## src/rtl/cnt_checker_pkg.sv

```systemverilog
// Shared types for the counter stream checker: FSM states, mismatch event record
// and the expected-next-value helper.
package cnt_checker_pkg;

   localparam int EV_W = 8;

   typedef enum logic [1:0] {
      IDLE,
      SYNC,
      TRACK
   } chk_state_e;

   typedef struct packed {
      logic [EV_W-1:0] exp;
      logic [EV_W-1:0] got;
   } cnt_ev_t;

   localparam logic [EV_W-1:0] EV_ONE = 1;

   function automatic logic [EV_W-1:0] next_exp(input logic [EV_W-1:0] prev,
                                                input logic            inc_dec);
      return inc_dec ? (prev + EV_ONE) : (prev - EV_ONE);
   endfunction

endpackage

```

## src/rtl/cnt_ev_fifo.sv

```systemverilog
// Small synchronous FIFO of mismatch events with flush; push while full is only
// accepted when a pop frees a slot in the same cycle.
module cnt_ev_fifo
   import cnt_checker_pkg::*;
#(
   parameter int DEPTH = 4
) (
   input  logic    clk,
   input  logic    rst_n,
   input  logic    push_i,
   input  cnt_ev_t data_i,
   input  logic    pop_i,
   input  logic    flush_i,
   output cnt_ev_t data_o,
   output logic    full_o,
   output logic    empty_o
);

   localparam int AW = $clog2(DEPTH);
   localparam logic [AW:0] PTR_ONE = 1;

   cnt_ev_t     mem_q [DEPTH];
   logic [AW:0] wrPtr_q;
   logic [AW:0] rdPtr_q;
   logic        doPush;
   logic        doPop;

   // Pointers carry one extra bit so full and empty are distinguishable.
   assign empty_o = (wrPtr_q == rdPtr_q);
   assign full_o  = (wrPtr_q[AW] != rdPtr_q[AW]) &&
                    (wrPtr_q[AW-1:0] == rdPtr_q[AW-1:0]);
   assign doPop   = pop_i && !empty_o;
   assign doPush  = push_i && (!full_o || doPop);
   assign data_o  = mem_q[rdPtr_q[AW-1:0]];

   always_ff @(posedge clk or negedge rst_n) begin
      if (!rst_n) begin
         wrPtr_q <= '0;
         rdPtr_q <= '0;
         for (int i = 0; i < DEPTH; i++) begin
            mem_q[i] <= '0;
         end
      end else if (flush_i) begin
         wrPtr_q <= '0;
         rdPtr_q <= '0;
      end else begin
         if (doPush) begin
            mem_q[wrPtr_q[AW-1:0]] <= data_i;
            wrPtr_q                <= wrPtr_q + PTR_ONE;
         end
         if (doPop) begin
            rdPtr_q <= rdPtr_q + PTR_ONE;
         end
      end
   end

endmodule

```

## config.mk

```make
export PLATFORM = sky130hd
export DESIGN_NAME = cnt_ev_fifo
export DESIGN_NICKNAME = d
export VERILOG_FILES = /design/src/rtl/cnt_checker_pkg.sv /design/src/rtl/cnt_ev_fifo.sv
export SDC_FILE = /design/constraint.sdc
export NUM_CORES = 1
export LEC_CHECK = 0
export CORE_UTILIZATION = 50
export CTS_CLUSTER_SIZE = 40
export DETAILED_ROUTE_END_ITERATION = 12
export PLACE_DENSITY = 0.75
export SKIP_CTS_REPAIR_TIMING = 1
export SYNTH_ARGS = -nofsm -noshare
export SYNTH_HDL_FRONTEND = slang
export SYNTH_SLANG_ARGS = --single-unit
```

## constraint.sdc

```tcl
create_clock -name clk -period 1.77 [get_ports clk]
set_input_delay 0.2655 -clock clk [delete_from_list [all_inputs] [get_ports clk]]
set_output_delay 0.2655 -clock clk [all_outputs]
set_load 0.01 [all_outputs]
```

==> results of run 1 <==
[through the flow]
stage	instance area [um2]	instances	worst slack [ns]	power [uW]	hold WS, ns
2_1_floorplan	3490	209	-0.0698	3570	-0.0301
3_3_place_gp	4170	341	-0.181	4290	0.214
3_5_place_dp	4170	341	-0.193	4380	0.209
4_1_cts	4340	357	-0.505	5510	-0.164
5_1_grt	4450	365	-0.287	5780	0.388
6_report	4450	365	-0.245	5490	0.369
[worst max-delay path: stages (launching register included)]
cell     delay [ns]
dfrtp_2        0.44
buf_6          0.13
buf_12         0.13
buf_6          0.11
mux4_2         0.45
buf_6          0.14
[power groups by stage]
stage / Combinational [uW] / Sequential, uW / Clock [uW]
detailed placement: 1960 / 2420 / 0
finish: 1970 / 2400 / 1120
CTS: 1970 / 2390 / 1150
floorplan: 1250 / 2320 / 0
global route: 2110 / 2460 / 1210
global placement: 1910 / 2380 / 0
[state kept, by name, summed over array words and instances (netlist names)]
signal and count:
wrPtr_q 3, rdPtr_q 3, mem_q 64
[metal layers]
layer	GRT usage (%)	share of wire (%)	up-vias	wire length [um]
li1	-	-	938	-
met1	26.6	44	1059	3040
met2	33.7	51	37	3500
met3	6.32	4.1	8	282
met4	7.86	1.3	0	88
met5	0	0	-	0
[synth_stat cells, types with 2 or more instances]
library cell	instances
dfrtp_1	70
mux4_2	16
mux2_4	10
mux2_1	7
nand2b_1	4
buf_6	4
nor2_1	5
and3b_1	4
o41ai_4	4
mux2_2	50
inv_1	4
mux2i_1	2
ha_1	5
xnor2_1	2
buf_1	2
xor2_2	2
buf_2	2
nor2b_1	2
[cell families (layout without fill, tap and decap cells)]
kind of cell	count (synthesis)	in the layout	share of synthesized area, %
compound gates	10	10	4.81
fa+ha+maj	5	5	1.82
xor+xnor	6	6	2.19
flops	70	70	51.0
mux	85	85	34.1
buf+inv	14	93	2.59
simple gates	19	19	3.46
[worst min path at each step]
stage	to	depth (start not counted)	start	slack, ns
final	mem_q[55]$_DFFE_PN0P_	2	rst_n	0.37
after global routing	mem_q[39]$_DFFE_PN0P_	2	rst_n	0.39
after global placement	mem_q[39]$_DFFE_PN0P_	1	rst_n	0.21
after CTS	mem_q[55]$_DFFE_PN0P_	1	rst_n	-0.16
after floorplan	mem_q[0]$_DFFE_PN0P_	0	rst_n	-0.03
after detailed placement	mem_q[55]$_DFFE_PN0P_	1	rst_n	0.21
[cell type report]
| class | instances | area (um2) | share of cell area [%] |
|---|---|---|---|
| tap | 77 | 96.3 | 2.16 |
| multi-input combinational | 125 | 1680 | 37.7 |
| inverter | 4 | 15.0 | 0.337 |
| clock inverter | 3 | 20.0 | 0.450 |
| sequential | 70 | 1760 | 39.5 |
| timing repair buffer | 73 | 737 | 16.6 |
| clock buffer | 13 | 149 | 3.34 |
==> results_dict.tcl, run 1 <==
set metrics [dict create \
    outcome "finished, violations left" \
    violations "design-rule violations, negative setup slack" \
    grt_pass1_vias 2114 \
    port_buffers 38 \
    rows 29 \
    grt_max_degree 34 \
    synthArstFlopShare_pct 100 \
    cts_buffers 9 \
    vias 2042 \
    antennaDiodeCount 0 \
    cts_num_sinks 70 \
    clkTransAtPathRegs_ns 0.07 \
    layout_common_cells "dfrtp_1 (65), mux2_2 (47), clkdlybuf4s50_1 (19)" \
    syn_area_per_cell_um2 16.4 \
    hpwl_um 4570 \
    max-cap-violations 0 \
    synth_warnings 0 \
    finalMaxSlewViolations 0 \
    drive_above_1_share_pct 54.5 \
    power.switching_uw 1600 \
    fillers 450 \
    crit_path_start_kind "flip-flop" \
    fin_ws_ns -0.245 \
    period_needed_ns 2.01 \
    crit_end "data_o[9]" \
    cp-startpoint "rdPtr_q[0]$_DFFE_PN0P_" \
    cts_tree "yes" \
    drt-total-wl_um 6920 \
    ys_ff_latch 70 \
    rsz0062_at_grt "true" \
    r2r-end "mem_q[45]$_DFFE_PN0P_" \
    max_freq_ghz 0.496 \
    grt_usage_pct 20.8 \
    worst_pin_slew_ns 0.410 \
    critPathArrivalTime_ns 1.75 \
    crit_fanout 7 \
    final_common_cell "dfrtp_1" \
    rrSetupSlack_ns -0.21 \
    clockBufferDepth 2 \
    ys_seq_area_share_pct 51.0 \
    yosys.area.top_type "dfrtp_1" \
    seq_power_share_pct 43.7 \
    switching_share_pct 29.1 \
    ys_types 32 \
    post-route-util_pct 68.5 \
    nets 309 \
    antenna_found_initial 0 \
    p_per_area_nw_per_um2 1230 \
    path_class "flip-flop to output pin" \
    setup_tns_ns -10.69 \
    fp.dieH_um 84.9 \
    syn_inst 209 \
    ant_nets 0 \
    area.growth.synth_to_final_pct 29.6 \
    grt_pass1_wl_um 10900 \
    gp_congestion 0.729 \
    fin_skew_ns 0.00435 \
    wire_per_inst_um 19.0 \
    die_area_um2 7200 \
    synth_area_um2 3430 \
    synth_edf_count 0 \
    synth_area_leaders "dfrtp_1 (51%), mux2_2 (16%), mux4_2 (10%), mux2_4 (4.4%), o41ai_4 (3.2%)" \
    cts-htree-levels 3 \
    min_path_type "input pin to asynchronous set/reset pin" \
    routed_via_density 5.59 \
    synth.top_cell.area_share_pct 51.0 \
    drt_first_pass_iters 10 \
    p_clk_share_pct 20.4 \
    hold_viol 0 \
    core_um2 6490 \
    r2r-start "rdPtr_q[0]$_DFFE_PN0P_" \
    syn_nets 235 \
    combPwrFrac_pct 35.9 \
    die_w_um 84.9 \
    reg2reg_depth 6 \
    worstPathRequired_ns 1.50 \
    clk_latency_ns 0.34 \
    cts-root-buf "clkbuf_8" \
    io_pins 39 \
    intPower_uw 3890 \
    finalCritPeriodShare_pct 114 \
    setup_viol 82 \
    ys.flop_type "dfrtp_1" \
    relSlewSlack_pct 72.6 \
    leakagePower_uw 0.00204 \
    cp-end-kind "output pin" \
    drc 2 \
    initial_utilization_pct 52.9 \
    ir_drop_uv 762 \
    overflow 0 \
    first_iter_violations 65 \
]
(Power assumes the default switching activity.)
==> run 2: changes to the inputs <==
--- a/config.mk
+++ b/config.mk
@@ -5,10 +5,10 @@
 export SDC_FILE = /design/constraint.sdc
 export NUM_CORES = 1
 export LEC_CHECK = 0
-export CORE_UTILIZATION = 50
+export CORE_UTILIZATION = 55
 export CTS_CLUSTER_SIZE = 40
 export DETAILED_ROUTE_END_ITERATION = 12
-export PLACE_DENSITY = 0.75
+export PLACE_DENSITY = 0.78
 export SKIP_CTS_REPAIR_TIMING = 1
 export SYNTH_ARGS = -nofsm -noshare
 export SYNTH_HDL_FRONTEND = slang
==> constraint.sdc (replaced) <==
create_clock -name clk -period 2.1 [get_ports clk]
set_input_delay 0.315 -clock clk [delete_from_list [all_inputs] [get_ports clk]]
set_output_delay 0.315 -clock clk [all_outputs]
set_load 0.01 [all_outputs]
==> results_dict.tcl, run 2 (same netlist as run 1, synthesis figures left out) <==
set metrics [dict create \
    setup_viol 1 \
    grt_max_degree 49 \
    dp_slack_ns 0.0566 \
    final_common_cell "dfrtp_1" \
    core_um2 5960 \
    rows 28 \
    post-route-util_pct 73.3 \
    drt_first_pass_iters 4 \
    drc 0 \
    die_w_um 81.0 \
    overflow 0 \
    worst_pin_slew_ns 0.643 \
    fp.dieH_um 81.0 \
    cts-root-buf "clkbuf_8" \
    cp-end-kind "output pin" \
    vias 2025 \
    fin_ws_ns -0.0721 \
    dp_cells 330 \
    gp_congestion 0.763 \
    instances_no_fill 357 \
    min_path_type "input pin to asynchronous set/reset pin" \
    critPathArrivalTime_ns 1.86 \
    grt_pass1_vias 2116 \
    worstPathRequired_ns 1.78 \
    cts_num_sinks 70 \
    ir_drop_uv 721 \
    grt_pass1_wl_um 10600 \
    crit_path_start_kind "flip-flop" \
    io_pins 39 \
    finalCritPeriodShare_pct 103 \
    drive_above_1_share_pct 47.2 \
    clk_latency_ns 0.33 \
    clkTransAtPathRegs_ns 0.07 \
    largest_reg_flops 64 \
    initial_utilization_pct 57.7 \
    drt-total-wl_um 6540 \
    finalMaxSlewViolations 0 \
    p_per_area_nw_per_um2 1070 \
    hpwl_um 4460 \
    relSlewSlack_pct 57.1 \
    clockBufferDepth 2 \
    violations "negative setup slack" \
    max-cap-violations 0 \
    antenna_found_initial 0 \
    path_class "flip-flop to output pin" \
    regMostFlops "mem_q" \
    antennaDiodeCount 0 \
    holdWs_ns 0.463 \
    nets 303 \
    cts-htree-levels 3 \
    top_regs "mem_q (64), rdPtr_q (3), wrPtr_q (3)" \
    routed_via_density 5.67 \
    wire_per_inst_um 18.3 \
    hold_viol 0 \
    cts_buffers 9 \
    grt_usage_pct 22.3 \
    first_iter_violations 46 \
    rsz0062_at_grt "true" \
    area.growth.synth_to_final_pct 27.1 \
    port_buffers 38 \
    period_needed_ns 2.17 \
    max_freq_ghz 0.460 \
    outcome "finished, violations left" \
    leakagePower_uw 0.00210 \
    cts_tree "yes" \
    crit_fanout 11 \
    layout_common_cells "dfrtp_1 (69), mux2_2 (50), buf_4 (20)" \
    ant_nets 0 \
    die_area_um2 6560 \
    fin_skew_ns 0.0107 \
]
==> run 2: area by class of cell <==
| cell class | instances | area [um2] |
|---|---|---|
| multi-input combinational | 125 | 1620 |
| tap | 75 | 93.8 |
| timing repair buffer | 67 | 692 |
| inverter | 4 | 15.0 |
| clock inverter | 3 | 43.8 |
| fill | 394 | 1590 |
| clock buffer | 13 | 149 |
| sequential | 70 | 1750 |
==> run 2: stage by stage <==
stage	area (um2)	total power [uW]	TNS, ns
2_1_floorplan	3430	2970	0
3_3_place_gp	4020	3550	0
3_5_place_dp	4020	3610	0
4_1_cts	4210	4690	-3.32
5_1_grt	4370	4930	-0.156
6_report	4370	4690	-0.0721
==> run 2: worst paths after layout <==
kind	start	endpoint	slack (ns)	cells past startpoint
min in group clk	mem_q[61]$_DFFE_PN0P_	mem_q[61]$_DFFE_PN0P_	0.50	1
worst max register to register	rdPtr_q[0]$_DFFE_PN0P_	mem_q[15]$_DFFE_PN0P_	0.05	7
worst max-delay path	rdPtr_q[0]$_DFFE_PN0P_	data_o[12]	-0.07	6
worst min-delay path	rst_n	mem_q[49]$_DFFE_PN0P_	0.46	2
max in group asynchronous	rst_n	mem_q[35]$_DFFE_PN0P_	0.88	4
worst min register to register	mem_q[61]$_DFFE_PN0P_	mem_q[61]$_DFFE_PN0P_	0.50	1
==> run 2: where the power goes <==
group          switching (uW)  total, uW  internal [uW]
combinational             572       1610           1040
clock                     475       1060            583
sequential                237       2020           1780
total                    1280       4690           3400
==> run 2: critical path: stages, from the launching register on <==
cell,delay [ns]
dfrtp_1,0.39
buf_4,0.15
buf_12,0.14
buf_4,0.15
buf_4,0.13
mux4_2,0.43
clkbuf_2,0.14
==> run 2: routing by layer <==
layer / up-vias / share of wire, % / GRT usage [%]
met5: - / 0 / 0
met4: 0 / 0.60 / 4.82
met3: 4 / 2.9 / 6.07
met2: 33 / 50 / 36.5
met1: 1071 / 47 / 30.1
li1: 917 / - / -
==> run 3: changes to the inputs <==
--- a/config.mk
+++ b/config.mk
@@ -5,10 +5,10 @@
 export SDC_FILE = /design/constraint.sdc
 export NUM_CORES = 1
 export LEC_CHECK = 0
-export CORE_UTILIZATION = 55
+export CORE_UTILIZATION = 30
+export CTS_BUF_LIST = sky130_fd_sc_hd__clkbuf_4 sky130_fd_sc_hd__clkbuf_8
 export CTS_CLUSTER_SIZE = 40
 export DETAILED_ROUTE_END_ITERATION = 12
-export PLACE_DENSITY = 0.78
 export SKIP_CTS_REPAIR_TIMING = 1
 export SYNTH_ARGS = -nofsm -noshare
 export SYNTH_HDL_FRONTEND = slang
==> results_dict.tcl, run 3 (same netlist as run 1, synthesis figures left out) <==
set metrics [dict create \
    outcome "finished, violations left" \
    violations "negative setup slack" \
    grt_max_degree 54 \
    finalCritPeriodShare_pct 104 \
    worstPathRequired_ns 1.78 \
    leakagePower_uw 0.00211 \
    nets 300 \
    rsz0062_at_grt "true" \
    cts_buffers 9 \
    setup_viol 1 \
    instances_no_fill 419 \
    antennaDiodeCount 0 \
    regMostFlops "mem_q" \
    io_pins 39 \
    gp_congestion 0.725 \
    overflow 0 \
    drive_above_1_share_pct 47.7 \
    finalMaxSlewViolations 0 \
    fillers 1034 \
    routed_via_density 4.71 \
    intPower_uw 3480 \
    grt_usage_pct 13.1 \
    max-cap-violations 0 \
    grt_pass1_vias 2052 \
    final_common_cell "dfrtp_1" \
    critPathArrivalTime_ns 1.88 \
    dp_cells 395 \
    cts-htree-levels 3 \
    ir_drop_uv 434 \
    worst_pin_slew_ns 0.644 \
    antenna_found_initial 0 \
    crit_path_start_kind "flip-flop" \
    drt-total-wl_um 6730 \
    core_um2 11000 \
    fin_ws_ns -0.0929 \
    clkTransAtPathRegs_ns 0.09 \
    p_per_area_nw_per_um2 1070 \
    cts_tree "yes" \
    clk_latency_ns 0.34 \
    max_freq_ghz 0.456 \
    seq_power_share_pct 41.4 \
    initial_utilization_pct 31.3 \
    ant_nets 0 \
    relSlewSlack_pct 57.0 \
    die_area_um2 11900 \
    hold_viol 0 \
    drt_first_pass_iters 3 \
    cts_num_sinks 70 \
    stdcell_area_um2 4500 \
    cp-end-kind "output pin" \
    cts-root-buf "clkbuf_8" \
    rows 38 \
    largest_reg_flops 64 \
    first_iter_violations 72 \
    crit_fanout 5 \
    top_regs "mem_q (64), rdPtr_q (3), wrPtr_q (3)" \
    wire_per_inst_um 16.1 \
    min_path_type "input pin to asynchronous set/reset pin" \
    vias 1972 \
    fp.dieH_um 109 \
    hpwl_um 4680 \
    layout_common_cells "dfrtp_1 (69), mux2_2 (50), clkdlybuf4s50_1 (20)" \
    die_w_um 109 \
    switching_share_pct 27.8 \
    place_area_um2 4170 \
    area.growth.synth_to_final_pct 31.1 \
    dp_slack_ns 0.0104 \
    combPwrFrac_pct 32.8 \
    path_class "flip-flop to output pin" \
    port_buffers 38 \
    clockBufferDepth 2 \
    fin_skew_ns 0.0111 \
    drc 0 \
    period_needed_ns 2.19 \
    grt_pass1_wl_um 11500 \
    p_clk_share_pct 25.8 \
    power.switching_uw 1340 \
]
run 3: critical path, stage by stage (launching register included):
cell and delay (ns):
dfrtp_2 0.45, buf_4 0.18, xnor2_2 0.19, nand3_1 0.12
inv_1 0.07, clkdlybuf4s50_1 0.52
run 3: per-stage QoR:
stage	TNS, ns	hold slack, ns	util, %	total power [uW]
2_1_floorplan	0	0.0194	-	2970
3_3_place_gp	-0.0972	0.292	38.0	3600
3_5_place_dp	0	0.289	38.0	3630
4_1_cts	-3.62	-0.103	40.1	4890
5_1_grt	-0.224	0.481	41.0	5120
6_report	-0.0929	0.437	41.0	4820
run 3: cell type report:
class	instances	area [um2]	share of cell area (%)
sequential	70	1750	38.9
multi-input combinational	125	1610	35.8
timing repair buffer	64	718	15.9
tap	140	175	3.89
clock buffer	9	124	2.75
clock inverter	7	105	2.33
inverter	4	15.0	0.333
run 3: power groups by stage:
stage          clock [uW]  sequential [uW]  combinational (uW)
2_1_floorplan           0             1950                1030
3_3_place_gp            0             2010                1590
3_5_place_dp            0             2020                1610
4_1_cts              1280             2000                1620
5_1_grt              1340             2050                1720
6_report             1240             2000                1580
run 3: final timing paths:
| check | start | end | slack [ns] | depth (start not counted) |
|---|---|---|---|---|
| setup / recovery | rdPtr_q[1]$_DFFE_PN0P_ | empty_o | -0.09 | 5 |
| hold / removal | rst_n | mem_q[50]$_DFFE_PN0P_ | 0.44 | 2 |
| setup reg to reg | rdPtr_q[0]$_DFFE_PN0P_ | mem_q[28]$_DFFE_PN0P_ | 0.09 | 6 |
| hold reg to reg | mem_q[10]$_DFFE_PN0P_ | mem_q[10]$_DFFE_PN0P_ | 0.50 | 1 |
| max in group asynchronous | rst_n | mem_q[29]$_DFFE_PN0P_ | 1.03 | 3 |
| min in group clk | mem_q[10]$_DFFE_PN0P_ | mem_q[10]$_DFFE_PN0P_ | 0.50 | 1 |
run 3: per-layer routing:
layer  vias to the layer above  track usage, %  wire (um)
met3                         8            3.47        284
met4                         0            4.92         83
li1                        917               -          -
met1                      1015            18.9       3310
met2                        32            18.5       3050
met5                         -               0          0
